## config.mk

```make
export PLATFORM = sky130hd
export DESIGN_NAME = vga_sync_gen
export DESIGN_NICKNAME = d
export VERILOG_FILES = /design/src/rtl/vga_timing_pkg.sv /design/src/rtl/pix_edge_detect.sv /design/src/rtl/vga_sync_gen.sv
export SDC_FILE = /design/constraint.sdc
export NUM_CORES = 1
export LEC_CHECK = 0
export BUFFER_PORTS_ARGS = -buffer_cell sky130_fd_sc_hd__buf_2
export CAP_MARGIN = 30
export CORE_ASPECT_RATIO = 0.9
export CORE_MARGIN = 2
export CORE_UTILIZATION = 45
export CTS_CLUSTER_SIZE = 24
export DETAILED_ROUTE_END_ITERATION = 7
export GPL_ROUTABILITY_DRIVEN = 0
export PLACE_DENSITY = 0.63
export SETUP_SLACK_MARGIN = 0.5
export SKIP_LAST_GASP = 1
export SLEW_MARGIN = 0
export SYNTH_ARGS = -nofsm -noshare
export SYNTH_HDL_FRONTEND = slang
export SYNTH_SLANG_ARGS = --single-unit
```

## constraint.sdc

```tcl
create_clock -name clk_in -period 2 [get_ports clk_in]
set_clock_uncertainty 0.2 [all_clocks]
set_input_delay 0.3 -clock clk_in [delete_from_list [all_inputs] [get_ports clk_in]]
set_output_delay 0.3 -clock clk_in [all_outputs]
set_load 0.01 [all_outputs]
```

## src/rtl/vga_timing_pkg.sv

```systemverilog
// vga_timing_pkg: 640x480@60 timing constants and counter width shared by the VGA sync path.
package vga_timing_pkg;
  localparam int unsigned H_ACTIVE = 640;
  localparam int unsigned H_FP = 16;
  localparam int unsigned H_SYNC = 96;
  localparam int unsigned H_BP = 48;
  localparam int unsigned V_ACTIVE = 480;
  localparam int unsigned V_FP = 10;
  localparam int unsigned V_SYNC = 2;
  localparam int unsigned V_BP = 33;
  localparam int unsigned CNT_W = 10;
  localparam bit SYNC_POL = 1'b0;
  function automatic int unsigned total(input int unsigned a, input int unsigned fp, input int unsigned s, input int unsigned bp);
    return a + fp + s + bp;
  endfunction
  localparam int unsigned H_TOTAL = total(H_ACTIVE, H_FP, H_SYNC, H_BP);
  localparam int unsigned V_TOTAL = total(V_ACTIVE, V_FP, V_SYNC, V_BP);
endpackage

```

## src/rtl/pix_edge_detect.sv

```systemverilog
// pix_edge_detect: registered one-cycle strobe on each rising edge of a synchronous level.
module pix_edge_detect (
  input  logic clk_in,
  input  logic reset,
  input  logic level_in,
  output logic tick
);
  logic level_d;
  // level_d resets high so a level already high at release is not taken as an edge
  always_ff @(posedge clk_in) begin
    if (reset) begin
      level_d <= 1'b1;
      tick <= 1'b0;
    end else begin
      level_d <= level_in;
      tick <= level_in & ~level_d;
    end
  end
endmodule

```

## src/rtl/vga_sync_gen.sv

```systemverilog
// vga_sync_gen: VGA raster timing, sync, active-video and coordinates advanced by the pixel strobe.
// Define VGA_FRAME_CNT_EN to add an 8-bit frame_count output.
module vga_sync_gen
  import vga_timing_pkg::*;
#(
  parameter int unsigned H_ACTIVE = vga_timing_pkg::H_ACTIVE,
  parameter int unsigned H_FP = vga_timing_pkg::H_FP,
  parameter int unsigned H_SYNC = vga_timing_pkg::H_SYNC,
  parameter int unsigned H_BP = vga_timing_pkg::H_BP,
  parameter int unsigned V_ACTIVE = vga_timing_pkg::V_ACTIVE,
  parameter int unsigned V_FP = vga_timing_pkg::V_FP,
  parameter int unsigned V_SYNC = vga_timing_pkg::V_SYNC,
  parameter int unsigned V_BP = vga_timing_pkg::V_BP,
  parameter bit SYNC_POL = vga_timing_pkg::SYNC_POL,
  parameter int unsigned CNT_W = vga_timing_pkg::CNT_W
) (
  input  logic clk_in,
  input  logic reset,
  input  logic pix_clk,
  output logic pix_tick,
  output logic hsync,
  output logic vsync,
  output logic video_on,
  output logic [CNT_W-1:0] x,
  output logic [CNT_W-1:0] y,
  output logic frame_start
`ifdef VGA_FRAME_CNT_EN
  ,
  output logic [7:0] frame_count
`endif
);
  localparam logic [CNT_W-1:0] H_LAST = CNT_W'(total(H_ACTIVE, H_FP, H_SYNC, H_BP) - 1);
  localparam logic [CNT_W-1:0] V_LAST = CNT_W'(total(V_ACTIVE, V_FP, V_SYNC, V_BP) - 1);
  localparam logic [CNT_W-1:0] H_ACT = CNT_W'(H_ACTIVE);
  localparam logic [CNT_W-1:0] V_ACT = CNT_W'(V_ACTIVE);
  localparam logic [CNT_W-1:0] HS_LO = CNT_W'(H_ACTIVE + H_FP);
  localparam logic [CNT_W-1:0] HS_HI = CNT_W'(H_ACTIVE + H_FP + H_SYNC - 1);
  localparam logic [CNT_W-1:0] VS_LO = CNT_W'(V_ACTIVE + V_FP);
  localparam logic [CNT_W-1:0] VS_HI = CNT_W'(V_ACTIVE + V_FP + V_SYNC - 1);
  logic [CNT_W-1:0] h_cnt, v_cnt;
  logic h_wrap, origin;
  pix_edge_detect u_edge (
    .clk_in(clk_in),
    .reset(reset),
    .level_in(pix_clk),
    .tick(pix_tick)
  );
  always_comb begin
    h_wrap = h_cnt == H_LAST;
    origin = h_cnt == '0 && v_cnt == '0;
  end
  // outputs take the pre-increment counters, so they trail the raster by one pixel
  always_ff @(posedge clk_in) begin
    if (reset) begin
      h_cnt <= '0;
      v_cnt <= '0;
      hsync <= ~SYNC_POL;
      vsync <= ~SYNC_POL;
      video_on <= 1'b0;
      x <= '0;
      y <= '0;
      frame_start <= 1'b0;
    end else if (pix_tick) begin
      h_cnt <= h_wrap ? '0 : h_cnt + 1'b1;
      v_cnt <= h_wrap ? (v_cnt == V_LAST ? '0 : v_cnt + 1'b1) : v_cnt;
      x <= h_cnt;
      y <= v_cnt;
      video_on <= h_cnt < H_ACT && v_cnt < V_ACT;
      hsync <= (h_cnt >= HS_LO && h_cnt <= HS_HI) ? SYNC_POL : ~SYNC_POL;
      vsync <= (v_cnt >= VS_LO && v_cnt <= VS_HI) ? SYNC_POL : ~SYNC_POL;
      frame_start <= origin;
    end else begin
      frame_start <= 1'b0;
    end
  end
`ifdef VGA_FRAME_CNT_EN
  always_ff @(posedge clk_in) begin
    if (reset) frame_count <= '0;
    else if (pix_tick && origin) frame_count <= frame_count + 1'b1;
  end
`endif
endmodule

```

==> out/summary.md <==
The run finished with clean final reports. Total number of H-tree levels: 2. The cell area that synthesis handed to floorplanning was 2040 sq um.

The signed area change from the synthesized netlist to the final layout is 30.3%. In the routed design, unresolved DRC markers number 0. In the final routed layout, each cell accounts on average for 14.7 um.

Portion of the post-synthesis area used by sequential elements: 0.452. Across all register-to-register paths, the minimum setup slack is 0.32 ns. The total of endpoints with negative setup slack in the final report was 0. At the worst endpoint, the arrival time is 1.72 ns. The number of antenna violations at the first check in global routing was 0; the starting utilization of the core area was 0.462.

Start-to-end type of the worst setup path: reg -> reg. The first global-routing pass estimated 7.74 mm of wire. For this block, the via count after detailed routing is 1,669. The completed layout was analyzed and its total power is 1.52 mW.

For the worst-skew pair, the clock arrives at the later sink with an insertion delay of 0.30 ns. The final critical path time including I/O delays and setup came out at 1.68 ns. The tools report the final-report max-slew violation count as 0. The tools report the cell chosen for the clock root as sky130_fd_sc_hd__clkbuf_8. The die covers 5080 sq um.

IR analysis of the VDD net gives a maximum drop of 0.409 mV. The worst register-to-register path begins at h_cnt[8]. 28 I/O pins were placed.

The logs give 2.03 ns for the required time of the worst setup path and 0 ns for the sum of negative setup slack. The tightest min-delay check is of the in -> reg type. The clock net in this run drives a total of 46 sinks.

The worst setup path is launched from a register. The tools report the maximum number of pins on one net before global-route repair as 21. After synthesis the netlist holds a flip-flop and latch count of 46. The finished cells cover 2650 sq um. The ratio of final minimum period to clock period is 0.842, and the count of input and output buffers is 27. The filler-free cell count of the finished design was 321. The tools report the antenna diode count as 0. The count of flip-flops with a built-in enable after synthesis came out at 0.

The clock transition at the registers of the reported paths was 0.08 ns. For this run, the leading register cell type out of synthesis is sky130_fd_sc_hd__dfxtp_1. The tools report the count of antenna-violating nets left after detailed routing as 0. The ratio of total power to cell area is 573 nW/um^2.

The highest layer touched by signal routing is met4. The logs give 0.316 ns for the smallest setup slack after layout and 0 for the overall overflow remaining after global route. The wire length the detailed router placed on met1 was 2.39 mm; the overall routed net length was 4.73 mm. The worst relative slew slack is 0.749, and the number of vias per cell is 5.20. The final hold violation count is 0, and the post-synth net total is 225.

The highest cell delay on the worst timing path was 0.43 ns. The signal on the critical path passes through and4b_2 > nand3_4 > or4_1 > a21oi_1. The net count of the finished layout is 265. The run gives 2320 sq um as the placed instance area.

The synthesized design spends more area on one cell type than any other, namely sky130_fd_sc_hd__dfxtp_1. Setup repair after global routing could not meet its margin everywhere. Of all nets on the critical path, the largest fanout is 7.

Share of flip-flops with an asynchronous set or reset: 0. The fraction of final layout cells sized beyond drive strength 1 was 0.382. End of the worst register-to-register path: v_cnt[6]. The routed design uses 200 um of met3 wire. The tools report the achievable frequency as 0.594 GHz. OpenSTA, run right after detailed placement, puts the worst setup slack at 0.267 ns. The area share of the largest cell type after synthesis is 0.452.

At the pin with the least slew margin, the transition time is 0.374 ns. The run gives 44 as the number of unique standard cell types used by synthesis. In this run the mean area of a mapped cell was 9.34 sq um. For the via count of the first global-routing pass, the log shows 1,622. The number of cell instances on the worst register-to-register path works out to 4. In this run the core area contains 23 standard-cell rows.

For the static power due to leakage, the log shows 1.07 nW. After technology mapping, the gate count stands at 218. In this run, the number of DRC markers left after iteration 0 of detailed routing was 65. Hold-critical path endpoint: y[9]. Including well taps, the total number of placed cells is 303. The overall track demand over capacity in global routing is 0.204. After synthesis, the cell types taking the most area are sky130_fd_sc_hd__dfxtp_1 (45%), sky130_fd_sc_hd__mux2i_1 (11%), sky130_fd_sc_hd__nor2_1 (6.6%). The number of synthesis warnings is 0.

The detailed-routing iteration count for the pre-antenna-repair pass is 4, and the horizontal die dimension is 74.9 um. Across the run, the number of max-cap violations was 0. The floorplan die height works out to 67.8 um. STA classifies the critical path endpoint as a register.

Startpoint of the worst hold path: reset. The clock passes through at most 2 buffers. The worst hold path passes through 2 cells.

Number of buffers inserted during clock tree synthesis: 5. After floorplanning, the core was sized to cover 4400 sq um. The slowest cell on the critical path is sky130_fd_sc_hd__or4_1.

The half-perimeter wire length after detailed placement is 3.15 mm, and the wire length on met2 is 2.06 mm. TritonCTS built the clock tree.
## cells in the final DEF, fill, tap and decap left out, drive strengths merged
master and count:
dfxtp 46, buf 46, nor2 36, mux2i 22
nand3 13, nand2 10, xor2 8, clkbuf 7
inv 6, nand4 6, a21oi 5, and3 5
o21ai 4, o31ai 4, ha 4, nand2b 3
nor4 3, nor3 3, xnor2 2, or4 2
or2 2, nor4b 2, and4 2, nor2b 2
nand4b 2, and4b 1, and2 1, or3 1
nand4bb 1, a21o 1, a211oi 1, a31oi 1
o211ai 1, a32oi 1, a41o 1, a2111oi 1
nor3b 1, clkinvlp 1, dlygate4sd3 1
## state kept, by name, summed over array words and instances, names as in the netlist
signal,flops
v_cnt,10
h_cnt,10
u_edge.level_d,1
y,10
video_on,1
hsync,1
vsync,1
u_edge.tick,1
x,10
frame_start,1
## critical path, delay by kind of cell, from the launching register on
family | cells | cell delay [ns]
compound gates | 1 | 0.13
flops | 1 | 0.42
simple gates | 3 | 0.86
## layout make-up
cell class / count / area (sq um)
Sequential cell: 46 / 961
Fill cell: 404 / 1750
Clock buffer: 7 / 76.3
Tap cell: 62 / 77.6
Timing Repair Buffer: 47 / 313
Inverter: 6 / 22.5
Multi-Input combinational cell: 152 / 1190
Clock inverter: 1 / 7.51
## layer usage
metal | global-route usage | up-vias
met5 | 0 | -
met4 | 0.0759 | 0
met3 | 0.0478 | 8
met2 | 0.299 | 34
met1 | 0.288 | 780
li1 | - | 847
## worst max-delay path by stage
stage | startpoint | endpoint | slack (ns) | cells past startpoint
after floorplan | h_cnt[1] | v_cnt[6] | 0.35 | 6
after global placement | h_cnt[4] | v_cnt[6] | 0.30 | 4
after detailed placement | h_cnt[4] | v_cnt[6] | 0.27 | 4
after CTS | h_cnt[1] | v_cnt[6] | 0.35 | 5
after global routing | h_cnt[1] | v_cnt[9] | 0.25 | 5
final | h_cnt[8] | v_cnt[6] | 0.32 | 4
## report_power, final
| part | total [mW] | internal (mW) | switching, mW |
|---|---|---|---|
| sequential | 0.912 | 0.908 | 0.00341 |
| combinational | 0.0568 | 0.0232 | 0.0336 |
| clock | 0.551 | 0.247 | 0.304 |
## kinds of logic (layout without fill, tap and decap cells)
family	Yosys count	after routing	share of synthesized area
buffers and inverters	20	61	0.0418
multiplexers	22	22	0.108
AO/OA/AOI/OAI	20	20	0.0676
AND/OR/NAND/NOR	96	96	0.262
XOR/XNOR	10	10	0.0430
flip-flops	46	46	0.452
adder cells (fa/ha/maj)	4	4	0.0246
## synthesized netlist by cell type, drive strengths merged (5+ instances only)
library cell,n
dfxtp,46
nor2,36
mux2i,22
nand3,13
nand2,10
clkbuf,8
xor2,8
buf,6
inv,6
nand4,6
a21oi,5
and3,5
## metrics by stage
step / utilization / hold slack (ns)
after floorplan: - / 0.165
after global placement: 0.528 / 0.174
after detailed placement: 0.528 / 0.176
after CTS: 0.592 / 0.159
after global routing: 0.602 / 0.171
final: 0.602 / 0.171
## what timing repair did
action,4_1_cts,5_1_grt
pin swaps,3,4
gates cloned,0,0
hold buffers,1,0
resized for setup,32,12
buffers inserted,9,0
setup endpoints to repair,17,17
endpoints found under the hold margin,1,0
(Power assumes the default switching activity.)
